**src/rtl/lc3b_types.sv**
```systemverilog
// Shared LC-3b datapath encodings: PC mux select and fetch FSM state codes.
package lc3b_types;

  typedef enum logic [1:0] {
    PCSEL_BUS   = 2'b00,
    PCSEL_INC   = 2'b01,
    PCSEL_ADDER = 2'b10,
    PCSEL_ZERO  = 2'b11
  } pc_sel_t;

  // Values double as the state_dbg LED code.
  typedef enum logic [3:0] {
    ST_HALTED = 4'd0,
    ST_S18    = 4'd1,
    ST_S33    = 4'd2,
    ST_S35    = 4'd3,
    ST_PAUSE1 = 4'd4,
    ST_PAUSE2 = 4'd5
  } fetch_state_t;

  localparam int WAIT_W = 3;

endpackage

```
**src/rtl/wait_counter.sv**
```systemverilog
// Loadable down-counter with a zero flag; times the SRAM read hold in S33.
module wait_counter #(
  parameter int W = 3
) (
  input  logic         Clk,
  input  logic         Reset,
  input  logic         load,
  input  logic         dec,
  input  logic [W-1:0] load_val,
  output logic         zero
);

  logic [W-1:0] cnt;

  always_ff @(posedge Clk or posedge Reset) begin
    if (Reset)
      cnt <= '0;
    else if (load)
      cnt <= load_val;
    else if (dec && (cnt != '0))
      cnt <= cnt - 1'b1;
  end

  assign zero = (cnt == '0);

endmodule

```
**src/rtl/fetch_ctrl.sv**
```systemverilog
// LC-3b instruction fetch sequencer: MAR<-PC/PC<-PC+1, SRAM read into MDR, IR<-MDR.
// Optional single-step pause after each IR load, released by a Continue press/release.
//
// state   | meaning
// HALTED  | idle, waiting for Run
// S18     | MAR<-PC, PC<-PC+1 (GatePC)
// S33     | SRAM read held MEM_WAIT cycles, MDR loads in the last one
// S35     | IR<-MDR (GateMDR), fetch counted
// PAUSE1  | single-step: waiting for Continue press
// PAUSE2  | single-step: waiting for Continue release
module fetch_ctrl
  import lc3b_types::*;
#(
  parameter int MEM_WAIT = 2,
  parameter int CNT_W    = 16
) (
  input  logic             Clk,
  input  logic             Reset,
  input  logic             Run,
  input  logic             Continue,
  input  logic             step_mode,
  output logic             load_mar,
  output logic             load_pc,
  output logic             load_mdr,
  output logic             load_ir,
  output logic [1:0]       pc_sel,
  output logic             GatePC,
  output logic             GateMDR,
  output logic             mem_ce_n,
  output logic             mem_oe_n,
  output logic             mem_we_n,
  output logic [3:0]       state_dbg,
  output logic [CNT_W-1:0] fetch_count
);

  fetch_state_t state, state_nxt;
  logic         wait_zero;

  wait_counter #(.W(WAIT_W)) u_wait (
    .Clk      (Clk),
    .Reset    (Reset),
    .load     (state == ST_S18),
    .dec      (state == ST_S33),
    .load_val (WAIT_W'(MEM_WAIT - 1)),
    .zero     (wait_zero)
  );

  always_ff @(posedge Clk or posedge Reset) begin
    if (Reset) state <= ST_HALTED;
    else       state <= state_nxt;
  end

  always_ff @(posedge Clk or posedge Reset) begin
    if (Reset)                fetch_count <= '0;
    else if (state == ST_S35) fetch_count <= fetch_count + 1'b1;
  end

  always_comb begin
    state_nxt = ST_HALTED;
    case (state)
      ST_HALTED: state_nxt = Run ? ST_S18 : ST_HALTED;
      ST_S18:    state_nxt = ST_S33;
      ST_S33:    state_nxt = wait_zero ? ST_S35 : ST_S33;
      ST_S35:    state_nxt = step_mode ? ST_PAUSE1 : ST_S18;
      ST_PAUSE1: state_nxt = Continue ? ST_PAUSE2 : ST_PAUSE1;
      ST_PAUSE2: state_nxt = Continue ? ST_PAUSE2 : ST_S18;
      default:   state_nxt = ST_HALTED;
    endcase
  end

  // Moore decode: every strobe depends on state alone (load_mdr via the counter's flag).
  always_comb begin
    load_mar = 1'b0;
    load_pc  = 1'b0;
    load_mdr = 1'b0;
    load_ir  = 1'b0;
    pc_sel   = PCSEL_INC;
    GatePC   = 1'b0;
    GateMDR  = 1'b0;
    mem_ce_n = 1'b1;
    mem_oe_n = 1'b1;
    mem_we_n = 1'b1;
    case (state)
      ST_S18: begin
        GatePC   = 1'b1;
        load_mar = 1'b1;
        load_pc  = 1'b1;
      end
      ST_S33: begin
        mem_ce_n = 1'b0;
        mem_oe_n = 1'b0;
        load_mdr = wait_zero;
      end
      ST_S35: begin
        GateMDR = 1'b1;
        load_ir = 1'b1;
      end
      default: ;
    endcase
  end

  assign state_dbg = state;

endmodule

```
**config.mk**
```make
export PLATFORM = sky130hd
export DESIGN_NAME = fetch_ctrl
export DESIGN_NICKNAME = d
export VERILOG_FILES = /design/src/rtl/lc3b_types.sv /design/src/rtl/wait_counter.sv /design/src/rtl/fetch_ctrl.sv
export SDC_FILE = /design/constraint.sdc
export NUM_CORES = 1
export LEC_CHECK = 0
export CORE_ASPECT_RATIO = 1.5
export CORE_MARGIN = 3
export CORE_UTILIZATION = 45
export DETAILED_ROUTE_END_ITERATION = 6
export GPL_TIMING_DRIVEN = 0
export MAX_ROUTING_LAYER = met4
export PLACE_DENSITY = 0.78
export SLEW_MARGIN = 20
export SYNTH_ARGS = -nofsm -noshare
export SYNTH_HDL_FRONTEND = slang
export SYNTH_SLANG_ARGS = --single-unit
```
**constraint.sdc**
```tcl
create_clock -name Clk -period 2.1 [get_ports Clk]
set_clock_uncertainty 0.05 [all_clocks]
set_input_delay 0.21 -clock Clk [delete_from_list [all_inputs] [get_ports Clk]]
set_output_delay 0.21 -clock Clk [all_outputs]
set_load 0.05 [all_outputs]
```
After elaboration in Yosys (flattened, before gate mapping)
Cells that the tools add are included.
- add/subtract/negate cells: 2
- eq/ne operators: 5
- multiplexer cells: 12
- reduce and logical (&&, ||, !) cells: 5
- operator list (cell ; count):
    3-bit case mux with 6 select lines ; 1
    16-bit by 1-bit adder with 16-bit output, second input constant ; 1
    3-bit two-way mux ; 4
    4-bit by 2-bit == test with 1-bit output, second input constant ; 2
    4-bit by 3-bit == test with 1-bit output, second input constant ; 2
    1-bit two-way mux ; 7
    4-bit by 1-bit == test with 1-bit output, second input constant ; 1
    4-bit zero test ; 1
    3-bit zero test ; 1
    3-bit nonzero test ; 1
    3-bit by 1-bit subtractor with 3-bit output, second input constant ; 1
    2-bit nonzero test ; 1
    1-bit logical AND ; 1
- register bits: 23
- input bits: 5
- output and inout bits: 31
- word-level logic and storage cells: 27

Depth between registers and ports, before layout
Gate-level depths: netlist of the first run.
- depth after elaboration: 4
- gate-level depth with buffers: 6

Hierarchy
Synthesis of the first run repeated with hierarchy kept, for this count alone.
- cells, all modules: 110
- area, all modules: 1161.1 um^2
- by module, submodules not included (module ; instances ; cells an instance ; area each (um^2) ; seq. area each (um^2)):
    fetch_ctrl ; 1 ; 90 ; 967.2 ; 475.5
    wait_counter ; 1 ; 20 ; 193.9 ; 75.1

Worst setup path after synthesis of the first run
OpenSTA, ideal clock, no wires.
- path type: register to output
- from: register state[1], in the netlist state_dbg[1]
- to: output port load_mdr
- arrival: 2.008 ns
- data required time: 1.840 ns
- slack: -0.168 ns
- stages on the path, launching flop included: 4
- cell sequence: dfrtp_1 > or3b_1 > buf_2 > nor2_1
- word-level cells in the longest chain between the ends: 2
- RTL lines (element ; line ; source):
    start, declared ; fetch_ctrl.sv:36 ; fetch_state_t state, state_nxt;
    start signal, assigned ; fetch_ctrl.sv:50 ; else state <= state_nxt;
    4-bit by 2-bit == test with 1-bit output ; fetch_ctrl.sv:83 ; case (state)
    1-bit two-way mux ; fetch_ctrl.sv:83 ;
    end, declared ; fetch_ctrl.sv:24 ; output logic load_mdr,
Every way passes these cells.

Worst setup path in the final report of the first run
- from: register state[2], in the netlist state_dbg[2]
- to: output port mem_oe_n
- word-level cells in the longest chain between the ends: 2
- RTL lines (element ; line ; source):
    4-bit by 2-bit == test with 1-bit output ; fetch_ctrl.sv:83 ;
    1-bit two-way mux ; fetch_ctrl.sv:83 ;
    end, declared ; fetch_ctrl.sv:30 ; output logic mem_oe_n,
Every way passes these cells.

==> summary.md, run 1 <==
The number of instances in the placed design came out at 164. Clock tree synthesis found a total of 22 sinks. The number of pins with negative max-slew slack in the final report is 0. The most frequently used flop master after synthesis was sky130_fd_sc_hd__dfrtp_1.

The worst register-to-register path begins at state_dbg[2]. The wire length per cell was 12.4 µm; the number of synthesis warnings was 0. The clock insertion delay at the later pin of the skew report came out at 0.30 ns. The count of mapped cells out of synthesis was 108; the number of antenna violations at the first check in global routing was 0. The detail route stage leaves a number of antenna-violating nets equal to 0. For the placeable core area, the log shows 2310 µm². The final critical-path required period came out at 2.01 ns. In the synthesized netlist, the cells that appear most often are sky130_fd_sc_hd__dfrtp_1 (22), sky130_fd_sc_hd__xnor2_1 (11), sky130_fd_sc_hd__inv_1 (10). The number of enable flip-flop cells after synthesis is 0. The total inserted antenna cells was 0; the cell area after technology mapping was 1120 µm². Placement row count: 21. The critical path endpoint was mem_oe_n. In this run switching power makes up 49.0% of total power.

Internal power comes to 1.02 mW. In this run, the number of DRC markers left after iteration 0 of detailed routing was 26. The endpoint identified for the worst register-to-register timing path is fetch_count[13]. Counting distinct cell types in the post-synthesis netlist gives 35.

The area share of the leading cell type in the synthesized netlist is 49.1%. Dividing the final minimum period by the clock period gives 95.9%. TritonCTS built the clock tree.

Buffers inserted during clock tree synthesis total 3. The number of global-route vias before repair was 838. The kind of critical path was reg -> out.

Power density over cell area: 1340 nW/µm². The fraction of registers with async set or reset after synthesis was 100%; the endpoint required time on the critical path was 1.84 ns. In the routed design, unresolved DRC markers number 0. The clock-pin slew on the worst setup and hold paths is 0.12 ns, and the worst setup slack for register-to-register paths is 0.33 ns. The tool flagged a number of max-cap violations equal to 0. In this run the worst hold path is classified as in -> async. Pin count of the biggest net entering global routing: 23.

The flow ran to the end, and the final reports show no timing, DRC or antenna violations. In the post-synthesis netlist, the cell with the most instances is sky130_fd_sc_hd__dfrtp_1. For the half-perimeter wire length of the detailed placement result, the log shows 1620 µm. In this run the deepest clock path goes through 2 buffers. For this design the static power due to leakage is 0.704 nW. The final layout contains routed wiring with a total length of 2080 µm. The number of nets at the end of the flow was 154; the proportion of power drawn by the clock network was 11.5%. Port buffering added 31 buffers. Mean post-synth cell area: 10.4 µm².

The worst setup path is captured at a primary output. The die is 67.2 µm tall. Compared with the post-synthesis result, the final layout area differs by 32.4%. The source of the critical timing path is state_dbg[2]. The die is 46.8 µm wide.

The die covers 3140 µm². The net switching power of the design came out at 0.979 mW. After synthesis the netlist holds a flip-flop and latch count of 22.

The tools report the part of the total power dissipated in sequential elements as 31.6%. The post-layout instance count excluding filler cells was 168; the maximum operating frequency was 497 MHz. Measured in cells, the most critical reg-to-reg path has a length of 4. The tools report the initial core utilization as 48.5%.

Hold is met by 0.300 ns. The worst-path maximum fanout works out to 8. Across every metal layer, demand over resource in global routing totals 15.9%.

The tree is rooted in a sky130_fd_sc_hd__clkbuf_4. By area the synthesized netlist is led by sky130_fd_sc_hd__dfrtp_1 (49%), sky130_fd_sc_hd__xnor2_1 (8.6%), sky130_fd_sc_hd__buf_4 (5.4%), sky130_fd_sc_hd__xor2_1 (3.9%), sky130_fd_sc_hd__ha_1 (3.3%). The logs give 4 for the number of iterations in the first detailed-routing pass and 0 for the final-report setup violation count. The first global-routing pass estimated 3650 µm of wire.

The fraction of final layout cells with drive strength greater than 1 was 20.0%; the arrival time reported for the critical path endpoint was 1.75 ns. The tools report the number of I/O pins as 36. The post-CTS setup buffer count was 0. The total vias in the final route was 851. Setup repair after global routing left no endpoint under its margin.

The tools report the total count of hold-check failures in the final report as 0. For this run the aggregate overflow at the end of global routing stands at 0. Routability congestion estimate: 0.729.

The slew at the pin closest to its max-slew limit was 0.828 ns. The logs give 1 for the count of H-tree levels built during CTS and 56.9% for the portion of total power attributed to combinational logic. The run gives 49.1% as the portion of the post-synthesis area used by sequential elements.

The headroom to the max-slew limit was 44.8%. In the routed layout, each cell is associated on average with a via count of 5.07. The category of the worst setup path launch point is a flip-flop. Summed over all instances, the cell type with the most area after synthesis is sky130_fd_sc_hd__dfrtp_1. Peak supply drop: 0.764 mV.
-- sequential cells by signal (all words and copies together) (netlist names) --
name and count:
fetch_count 16, u_wait.cnt 3, state_dbg 3
-- power by group through the flow --
stage	Sequential (mW)	Combinational, mW	Clock, mW
final	0.630	1.14	0.230
after global routing	0.653	1.21	0.261
after CTS	0.631	1.16	0.242
after detailed placement	0.636	1.18	0
after global placement	0.633	1.17	0
after floorplan	0.853	0.614	0
-- cells in the final DEF (no fill, tap or decap), types with 4 or more instances in the layout --
cell and count:
sky130_fd_sc_hd__buf_4 10, sky130_fd_sc_hd__conb_1 4, sky130_fd_sc_hd__inv_1 10, sky130_fd_sc_hd__dfrtp_1 19
sky130_fd_sc_hd__nor2_1 5, sky130_fd_sc_hd__nand2_1 8, sky130_fd_sc_hd__xor2_1 5, sky130_fd_sc_hd__clkdlybuf4s50_1 23
sky130_fd_sc_hd__buf_2 4, sky130_fd_sc_hd__xnor2_1 11
-- worst min path at each step --
stage	startpoint	cells after the start	endpoint
2_1_floorplan	Reset	1	fetch_count[0]
3_3_place_gp	fetch_count[15]	1	fetch_count[15]
3_5_place_dp	fetch_count[15]	1	fetch_count[15]
4_1_cts	Reset	2	u_wait.cnt[2]
5_1_grt	Reset	2	fetch_count[9]
6_report	Reset	2	fetch_count[1]
-- per-layer routing --
layer	up-vias	part of all wire, %	track usage (%)
met5	-	0	-
met4	0	0.91	5.19
met3	2	5.5	2.67
met2	28	52	25.7
met1	403	42	19.8
li1	418	-	-
-- logic make-up after synthesis --
| kind of cell | after synthesis | share of synthesized area, % |
|---|---|---|
| AO/OA/AOI/OAI | 8 | 4.90 |
| other | 2 | 0.669 |
| multiplexers | 2 | 1.90 |
| adder cells (fa/ha/maj) | 3 | 3.34 |
| buffers and inverters | 20 | 9.48 |
| flip-flops | 22 | 49.1 |
| XOR/XNOR | 16 | 12.5 |
| AND/OR/NAND/NOR | 35 | 18.2 |
-- worst max-delay path, cell delays in order, from the launching register on --
cell	delay [ns]
sky130_fd_sc_hd__dfrtp_2	0.46
sky130_fd_sc_hd__or3b_1	0.37
sky130_fd_sc_hd__buf_2	0.16
sky130_fd_sc_hd__buf_4	0.13
sky130_fd_sc_hd__clkdlybuf4s15_2	0.32
-- cell type report --
| cell class | count | area [µm²] |
|---|---|---|
| well taps | 23 | 28.8 |
| clock buffers | 4 | 36.3 |
| fillers | 210 | 826 |
| multi-input cells | 68 | 475 |
| plain buffers | 10 | 68.8 |
| repair buffers | 31 | 285 |
| inverters | 10 | 37.5 |
| flip-flops and latches | 22 | 554 |
-- stage by stage --
step / setup TNS [ns] / power (mW) / setup slack (ns) / instance area, µm² / util, %
final: 0 / 2.00 / 0.0865 / 1490 / 64.3
after global routing: 0 / 2.13 / 0.00837 / 1490 / 64.3
after CTS: 0 / 2.03 / 0.0306 / 1510 / 65.2
after detailed placement: -0.183 / 1.82 / -0.0795 / 1470 / 63.7
after global placement: -0.212 / 1.80 / -0.0870 / 1470 / 63.7
after floorplan: 0 / 1.47 / 0.0419 / 1130 / -
-- repair_timing --
item,in CTS,in global routing
setup endpoints to repair,8,5
hold buffers,0,0
resized for setup,22,9
cloned,0,0
(Power assumes the default switching activity.)
==> run 2, diff against run 1 <==
Settings changed: CAP_MARGIN set to 20.
==> results of run 2 <==
No change in the layout: final DEF, timing and power equal those of run 1.
